## config.mk

```make
export PLATFORM = sky130hd
export DESIGN_NAME = slc3_isdu
export DESIGN_NICKNAME = d
export VERILOG_FILES = /design/src/rtl/slc3_isdu.sv
export SDC_FILE = /design/constraint.sdc
export NUM_CORES = 1
export LEC_CHECK = 0
export ABC_AREA = 1
export CORE_MARGIN = 2
export CORE_UTILIZATION = 43
export CTS_CLUSTER_DIAMETER = 40
export DETAILED_ROUTE_END_ITERATION = 16
export GPL_TIMING_DRIVEN = 0
export HOLD_SLACK_MARGIN = 0.06
export PLACE_DENSITY = 0.89
export SYNTH_ARGS = -nofsm -noshare
export SYNTH_HDL_FRONTEND = slang
export SYNTH_SLANG_ARGS = --single-unit
```

## constraint.sdc

```tcl
create_clock -name i_clk -period 1.5 [get_ports i_clk]
set_input_delay 0.3 -clock i_clk [delete_from_list [all_inputs] [get_ports i_clk]]
set_output_delay 0.3 -clock i_clk [all_outputs]
set_load 0.005 [all_outputs]
```

## src/rtl/slc3_isdu.sv

```systemverilog
// SLC-3 instruction sequence/decode unit: Moore FSM driving datapath loads,
// bus gates, mux selects and memory strobes through fetch/decode/execute.
module slc3_isdu #(
  parameter int MEM_WAIT = 3
) (
  input  logic       i_clk,
  input  logic       i_reset,
  input  logic       i_run,
  input  logic       i_continue,
  input  logic [3:0] i_opcode,
  input  logic       i_ir_5,
  input  logic       i_ir_11,
  input  logic       i_ben,
  output logic       o_ld_mar,
  output logic       o_ld_mdr,
  output logic       o_ld_ir,
  output logic       o_ld_ben,
  output logic       o_ld_cc,
  output logic       o_ld_reg,
  output logic       o_ld_pc,
  output logic       o_ld_led,
  output logic       o_gate_pc,
  output logic       o_gate_mdr,
  output logic       o_gate_alu,
  output logic       o_gate_marmux,
  output logic [1:0] o_pcmux,
  output logic       o_drmux,
  output logic       o_sr1mux,
  output logic       o_sr2mux,
  output logic       o_addr1mux,
  output logic [1:0] o_addr2mux,
  output logic [1:0] o_aluk,
  output logic       o_mem_oe,
  output logic       o_mem_we
);

  // state  | meaning
  // HALTED | idle until Run rises
  // F1     | MAR <- PC, PC <- PC+1
  // F2     | memory read wait, MDR loaded on last cycle
  // F3     | IR <- MDR
  // DEC    | BEN load, opcode dispatch
  // ALU    | ADD/AND/NOT writeback
  // BR0/1  | branch test / PC <- PC+off9
  // JMP    | PC <- SR1
  // J1/J2  | R7 <- PC, then PC <- target
  // L1-L3  | LDR address, read wait, writeback
  // S1-S3  | STR address, MDR <- SR, write wait
  // P0/P1  | LED load, hold until Continue rises
  typedef enum logic [4:0] {
    S_HALTED, S_F1, S_F2, S_F3, S_DEC, S_ALU, S_BR0, S_BR1, S_JMP,
    S_J1, S_J2, S_L1, S_L2, S_L3, S_S1, S_S2, S_S3, S_P0, S_P1
  } state_t;

  localparam int CW = (MEM_WAIT > 1) ? $clog2(MEM_WAIT) : 1;

  state_t          r_state, w_state_next;
  logic [CW-1:0]   r_wait;
  logic            r_run_prev, r_cont_prev;
  logic            w_run_rise, w_cont_rise, w_wait_last, w_in_wait;

  assign w_run_rise  = i_run & ~r_run_prev;
  assign w_cont_rise = i_continue & ~r_cont_prev;
  assign w_wait_last = (r_wait == CW'(MEM_WAIT - 1));
  assign w_in_wait   = (r_state == S_F2) || (r_state == S_L2) || (r_state == S_S3);

  // Wait states never follow each other, so leaving one always passes through a clear.
  always_ff @(posedge i_clk) begin
    if (i_reset) begin
      r_state     <= S_HALTED;
      r_wait      <= '0;
      r_run_prev  <= 1'b1;
      r_cont_prev <= 1'b1;
    end else begin
      r_state     <= w_state_next;
      r_wait      <= w_in_wait ? r_wait + CW'(1) : '0;
      r_run_prev  <= i_run;
      r_cont_prev <= i_continue;
    end
  end

  always_comb begin
    w_state_next = r_state;
    case (r_state)
      S_HALTED: if (w_run_rise) w_state_next = S_F1;
      S_F1:     w_state_next = S_F2;
      S_F2:     if (w_wait_last) w_state_next = S_F3;
      S_F3:     w_state_next = S_DEC;
      S_DEC: begin
        case (i_opcode)
          4'b0001, 4'b0101, 4'b1001: w_state_next = S_ALU;
          4'b0000: w_state_next = S_BR0;
          4'b1100: w_state_next = S_JMP;
          4'b0100: w_state_next = S_J1;
          4'b0110: w_state_next = S_L1;
          4'b0111: w_state_next = S_S1;
          4'b1101: w_state_next = S_P0;
          default: w_state_next = S_F1;
        endcase
      end
      S_BR0:    w_state_next = i_ben ? S_BR1 : S_F1;
      S_J1:     w_state_next = S_J2;
      S_L1:     w_state_next = S_L2;
      S_L2:     if (w_wait_last) w_state_next = S_L3;
      S_S1:     w_state_next = S_S2;
      S_S2:     w_state_next = S_S3;
      S_S3:     if (w_wait_last) w_state_next = S_F1;
      S_P0:     w_state_next = S_P1;
      S_P1:     if (w_cont_rise) w_state_next = S_F1;
      default:  w_state_next = S_F1;
    endcase
  end

  always_comb begin
    o_ld_mar = 1'b0; o_ld_mdr = 1'b0; o_ld_ir = 1'b0; o_ld_ben = 1'b0;
    o_ld_cc = 1'b0; o_ld_reg = 1'b0; o_ld_pc = 1'b0; o_ld_led = 1'b0;
    o_gate_pc = 1'b0; o_gate_mdr = 1'b0; o_gate_alu = 1'b0; o_gate_marmux = 1'b0;
    o_pcmux = 2'b00; o_drmux = 1'b0; o_sr1mux = 1'b0; o_sr2mux = 1'b0;
    o_addr1mux = 1'b0; o_addr2mux = 2'b00; o_aluk = 2'b00;
    o_mem_oe = 1'b0; o_mem_we = 1'b0;
    case (r_state)
      S_F1: begin
        o_gate_pc = 1'b1; o_ld_mar = 1'b1; o_ld_pc = 1'b1;
      end
      S_F2, S_L2: begin
        o_mem_oe = 1'b1;
        o_ld_mdr = w_wait_last;
      end
      S_F3: begin
        o_gate_mdr = 1'b1; o_ld_ir = 1'b1;
      end
      S_DEC: o_ld_ben = 1'b1;
      S_ALU: begin
        o_sr1mux = 1'b1; o_sr2mux = i_ir_5;
        case (i_opcode)
          4'b0101: o_aluk = 2'b01;
          4'b1001: o_aluk = 2'b10;
          default: o_aluk = 2'b00;
        endcase
        o_gate_alu = 1'b1; o_ld_reg = 1'b1; o_ld_cc = 1'b1;
      end
      S_BR1: begin
        o_addr2mux = 2'b10; o_pcmux = 2'b10; o_ld_pc = 1'b1;
      end
      S_JMP: begin
        o_addr1mux = 1'b1; o_sr1mux = 1'b1; o_pcmux = 2'b10; o_ld_pc = 1'b1;
      end
      S_J1: begin
        o_gate_pc = 1'b1; o_drmux = 1'b1; o_ld_reg = 1'b1;
      end
      S_J2: begin
        if (i_ir_11) begin
          o_addr2mux = 2'b11;
        end else begin
          o_addr1mux = 1'b1; o_sr1mux = 1'b1;
        end
        o_pcmux = 2'b10; o_ld_pc = 1'b1;
      end
      S_L1, S_S1: begin
        o_addr1mux = 1'b1; o_sr1mux = 1'b1; o_addr2mux = 2'b01;
        o_gate_marmux = 1'b1; o_ld_mar = 1'b1;
      end
      S_L3: begin
        o_gate_mdr = 1'b1; o_ld_reg = 1'b1; o_ld_cc = 1'b1;
      end
      S_S2: begin
        o_aluk = 2'b11; o_gate_alu = 1'b1; o_ld_mdr = 1'b1;
      end
      S_S3: o_mem_we = 1'b1;
      S_P0: o_ld_led = 1'b1;
      default: ;
    endcase
  end

endmodule
```

==> flow_summary.json, run 1 <==
{
  "status": "stopped before the end",
  "haltStage": "global routing",
  "error_line": "[ERROR DPL-0038] Utilization greater than 100%, impossible to legalize",
  "cts.sinks": 9,
  "ys_seq_area_share_pct": 19.9,
  "synth_top_area_cell": "dfxtp_1",
  "yosys.area_share.xor_xnor_pct": 0,
  "ys_seq_elements": 9,
  "htreeDepth": 1,
  "synthArstFlopShare_pct": 0,
  "yosysWarnings": 0,
  "placed_area_um2": 1270,
  "grt_max_degree": 7,
  "dp_hpwl_mm": 2.14,
  "die_h_um": 49.9,
  "synth-edff-count": 0,
  "io_pins": 35,
  "synthMuxAreaShare_pct": 0,
  "cts-buffers-inserted": 3,
  "place_congestion": 0.895,
  "root_buffer": "clkbuf_4",
  "synth_adder_area_share_pct": 1.38,
  "ys_dominant_reg_cell": "dfxtp_1",
  "synthTopCellsByArea": "dfxtp_1 20%, nand2_1 17%, inv_1 13%",
  "worstEndpointType": "output port",
  "yosys.area_share.simple_pct": 48.9,
  "num_rows": 16,
  "synth_compound_area_share_pct": 12.4,
  "synth.distinct_cells": 24,
  "synth_top_family_by_area": "simple AND/OR/NAND/NOR gates",
  "synth_area_um2": 906,
  "synth_top_area_share_pct": 19.9,
  "fp.dieW_um": 49.9,
  "avgSynthCellArea_um2": 5.36,
  "syn_nets": 181,
  "synthesis.instances": 169,
  "portBuffers": 33,
  "initial_core_util_pct": 45.7,
  "clock_path_buffers": 2,
  "crit_endpoint": "o_sr1mux"
}
metrics by stage:
step / setup WS (ns) / setup TNS, ns / instances
2_1_floorplan: 0.149 / 0 / 169
3_3_place_gp: -0.657 / -7.32 / 229
3_5_place_dp: -0.685 / -7.55 / 229
4_1_cts: -0.242 / -3.19 / 270
kinds of logic after synthesis:
family / Yosys count
AND/OR/NAND/NOR: 99
adder cells (fa/ha/maj): 1
buffers and inverters: 38
flip-flops: 9
other: 1
AO/OA/AOI/OAI: 21
cell usage after synthesis, types with 2 or more instances:
library cell and count:
o21ai_1 4, a21oi_1 6, nor3_1 3, o21ai_0 7, nand3_1 14, inv_1 31, nor2_2 6, nand2_1 40
dfxtp_1 9, inv_2 4, a31oi_1 2, nor2_1 29, nand3_2 2, nand2_2 2
timing repair:
item	CTS
buffers inserted	38
hold buffers	0
setup endpoints to repair	23
gates resized for setup	153
pin swaps	20
==> run 2: changes to the inputs <==
==> config.mk (replaced) <==
export PLATFORM = sky130hd
export DESIGN_NAME = slc3_isdu
export DESIGN_NICKNAME = d
export VERILOG_FILES = /design/src/rtl/slc3_isdu.sv
export SDC_FILE = /design/constraint.sdc
export NUM_CORES = 1
export LEC_CHECK = 0
export ABC_AREA = 1
export CORE_AREA = 2 2 63 65
export DETAILED_ROUTE_END_ITERATION = 16
export DIE_AREA = 0 0 65 67
export GPL_TIMING_DRIVEN = 0
export PLACE_DENSITY_LB_ADDON = 0.15
export SYNTH_ARGS = -nofsm -noshare
export SYNTH_HDL_FRONTEND = slang
export SYNTH_SLANG_ARGS = --single-unit
==> run 2 against run 1 <==
Effect of this change: synthesized cell count is the same; area after synthesis unchanged; the flow now finishes, with violations (setup timing).
==> flow_summary.json, run 2 <==
{
  "status": "finished, violations left",
  "top_register": "r_state",
  "p_per_area_nw_per_um2": 542,
  "io_pins": 35,
  "synth.distinct_cells": 24,
  "end_kind": "output port",
  "cts.sinks": 9,
  "drc": 0,
  "clock_path_buffers": 2,
  "synth_top_area_share_pct": 19.9,
  "avgSynthCellArea_um2": 5.36,
  "die_h_um": 67,
  "register_area_um2": 196,
  "synthTopCellsByArea": "dfxtp_1 20%, nand2_1 17%, inv_1 13%",
  "rsz0062_at_grt": "yes",
  "rr_startpoint": "r_state[4]",
  "comb_power_share_pct": 46.4,
  "ys_seq_area_share_pct": 19.9,
  "vias_per_cell": 4.45,
  "hold_class": "reg -> reg",
  "synth_adder_area_share_pct": 1.38,
  "holdPathStages": 1,
  "start_kind": "flip-flop",
  "layout-drive-gt1-share_pct": 58.6,
  "yosys.area_share.xor_xnor_pct": 0,
  "yosysWarnings": 0,
  "synth.most_common_cell": "nand2_1",
  "synth_compound_area_share_pct": 12.4,
  "grt_max_degree": 9,
  "hold_end": "r_wait[0]",
  "ys_seq_elements": 9,
  "largest_register_ff_count": 5,
  "cp_max_fo": 6,
  "worstRegToRegCells": 11,
  "core-area_um2": 3610,
  "max_stage_delay_ns": 0.42,
  "clk_pin_slew_ns": 0.05,
  "setup_viol": 23,
  "drt-initial-drc-count": 47,
  "cp_data_arrival_time_ns": 1.43,
  "finalCritPeriodShare_pct": 116,
  "p_switching_w": 0.000396,
  "reg_top3": "r_state x5, r_wait x2",
  "violations": "setup timing",
  "p_leak_nw": 1.06,
  "cts-buffers-inserted": 3,
  "areaGrowthSynthToFinish_pct": 116,
  "post-route-min-period_ns": 1.73,
  "fin_worst_skew_ns": 0.00783,
  "syn_nets": 181,
  "max-cap-violations": 0,
  "antenna_cells": 0,
  "stdcell_area_um2": 1950,
  "dp_hpwl_mm": 2.13,
  "path_cells": "inv_4, nor2_4, buf_4, buf_4, inv_1, o22ai_1, buf_2",
  "cp.required_ns": 1.20,
  "synth_area_um2": 906,
  "root_buffer": "clkbuf_8",
  "p_sw_share_pct": 37.4,
  "dieArea_um2": 4360,
  "crit_buf_inv": 5,
  "synth_top_family_by_area": "simple AND/OR/NAND/NOR gates",
  "final_antenna_net_count": 0,
  "yosys.area_share.simple_pct": 48.9,
  "routed_wl_mm": 3.81,
  "num_rows": 22,
  "synth_top_area_cell": "dfxtp_1",
  "antenna_found_initial": 0,
  "portBuffers": 33,
  "clock_latency_ns": 0.23,
  "grt_pass1_vias": 1322,
  "num-fill-cells": 350,
  "synthesis.instances": 169,
  "cellInternalPower_w": 0.000663,
  "crit_type": "reg -> out",
  "dpl_worst_slack_ns": -0.675,
  "synthArstFlopShare_pct": 0,
  "cp_common_cell": "buf_4",
  "hold_ws_ns": 0.415,
  "vias": 1323,
  "r2r_end": "r_state[0]",
  "p_clk_share_pct": 26.1,
  "wire_per_inst_um": 12.8,
  "grt_usage_pct": 16.6,
  "ys_top_cells_by_count": "40 x nand2_1, 31 x inv_1, 29 x nor2_1",
  "ir_drop_mv": 0.437,
  "synth-edff-count": 0,
  "ys_dominant_reg_cell": "dfxtp_1",
  "multi_input_area_um2": 841,
  "grt.overflow.total": 0,
  "synthMuxAreaShare_pct": 0,
  "max_freq_ghz": 0.577,
  "final_common_cell": "buf_4",
  "fp.dieW_um": 65,
  "grt_pass1_wl_mm": 5.62,
  "final_max_slew_viol_count": 0,
  "fin_nets": 262,
  "power_frac_seq_pct": 27.5,
  "rrSetupSlack_ns": -0.03,
  "drt_first_pass_iters": 4,
  "setup_ws_ns": -0.235,
  "cp_top_family": "buffers and inverters",
  "placed_area_um2": 1300,
  "most-common-layout-cells": "25 x buf_4, 24 x buf_6, 23 x nand2_1",
  "initial_core_util_pct": 25.1,
  "tritoncts": "built",
  "htreeDepth": 1,
  "place_congestion": 0.798,
  "final_hold_viol_count": 0,
  "hp-start": "r_wait[0]",
  "slowest_stage": "dfxtp_4"
}
run 2: kinds of logic (layout without fill, tap and decap cells):
family,Yosys count,in the layout
AOI/OAI and AO/OA,21,21
adders and majority gates,1,1
buffers and inverters,38,118
DFF,9,9
other,1,1
and+or+nand+nor,99,99
run 2: timing repair:
| action | 4_1_cts | 5_1_grt |
|---|---|---|
| hold buffers | 0 | 0 |
| pin swaps | 18 | 19 |
| gates cloned | 0 | 0 |
| resized for setup | 162 | 49 |
| buffers inserted | 37 | 9 |
| endpoints found under the setup margin | 23 | 26 |
run 2: final cells by class:
class,instances,area share (%)
Buffer,2,1.15
Clock buffer,3,2.11
Clock inverter,1,0.256
Inverter,36,7.75
Multi-Input combinational cell,122,43.0
Sequential cell,9,10.1
Tap cell,48,3.07
Timing Repair Buffer,76,32.5
run 2: through the flow:
stage	total power (W)	utilization, %	setup TNS (ns)	std cells
global placement	0.000571	35.9	-7.89	250
finish	0.00106	54.2	-2.99	297
global route	0.00113	54.2	-4.46	297
floorplan	0.000452	-	0	169
CTS	0.00101	48.9	-2.36	289
detailed placement	0.000569	35.9	-7.51	250
run 2: worst max path at each step:
stage | start | to | cells past startpoint
CTS | r_state[1] | o_ld_mar | 8
detailed placement | i_opcode[3] | o_aluk[1] | 6
global route | r_state[2] | o_addr2mux[1] | 7
global placement | i_opcode[3] | o_aluk[1] | 6
finish | r_state[2] | o_addr2mux[1] | 7
floorplan | r_state[3] | o_addr2mux[0] | 6
run 2: per-layer routing:
metal	vias to the layer above	track usage (%)	wire length [µm]
li1	680	-	-
met1	609	18.0	1530
met2	28	28.9	2060
met3	6	4.56	154
met4	0	9.57	66
met5	-	0	0
run 2: power groups by stage:
stage	clock network [W]	logic, W	registers [W]
6_report	0.000277	0.000491	0.000291
5_1_grt	0.000296	0.000538	0.000292
4_1_cts	0.000283	0.000437	0.000287
3_5_place_dp	0	0.000292	0.000277
3_3_place_gp	0	0.000294	0.000277
2_1_floorplan	0	0.000178	0.000273
Note: power is estimated with default switching activity, not from simulation.
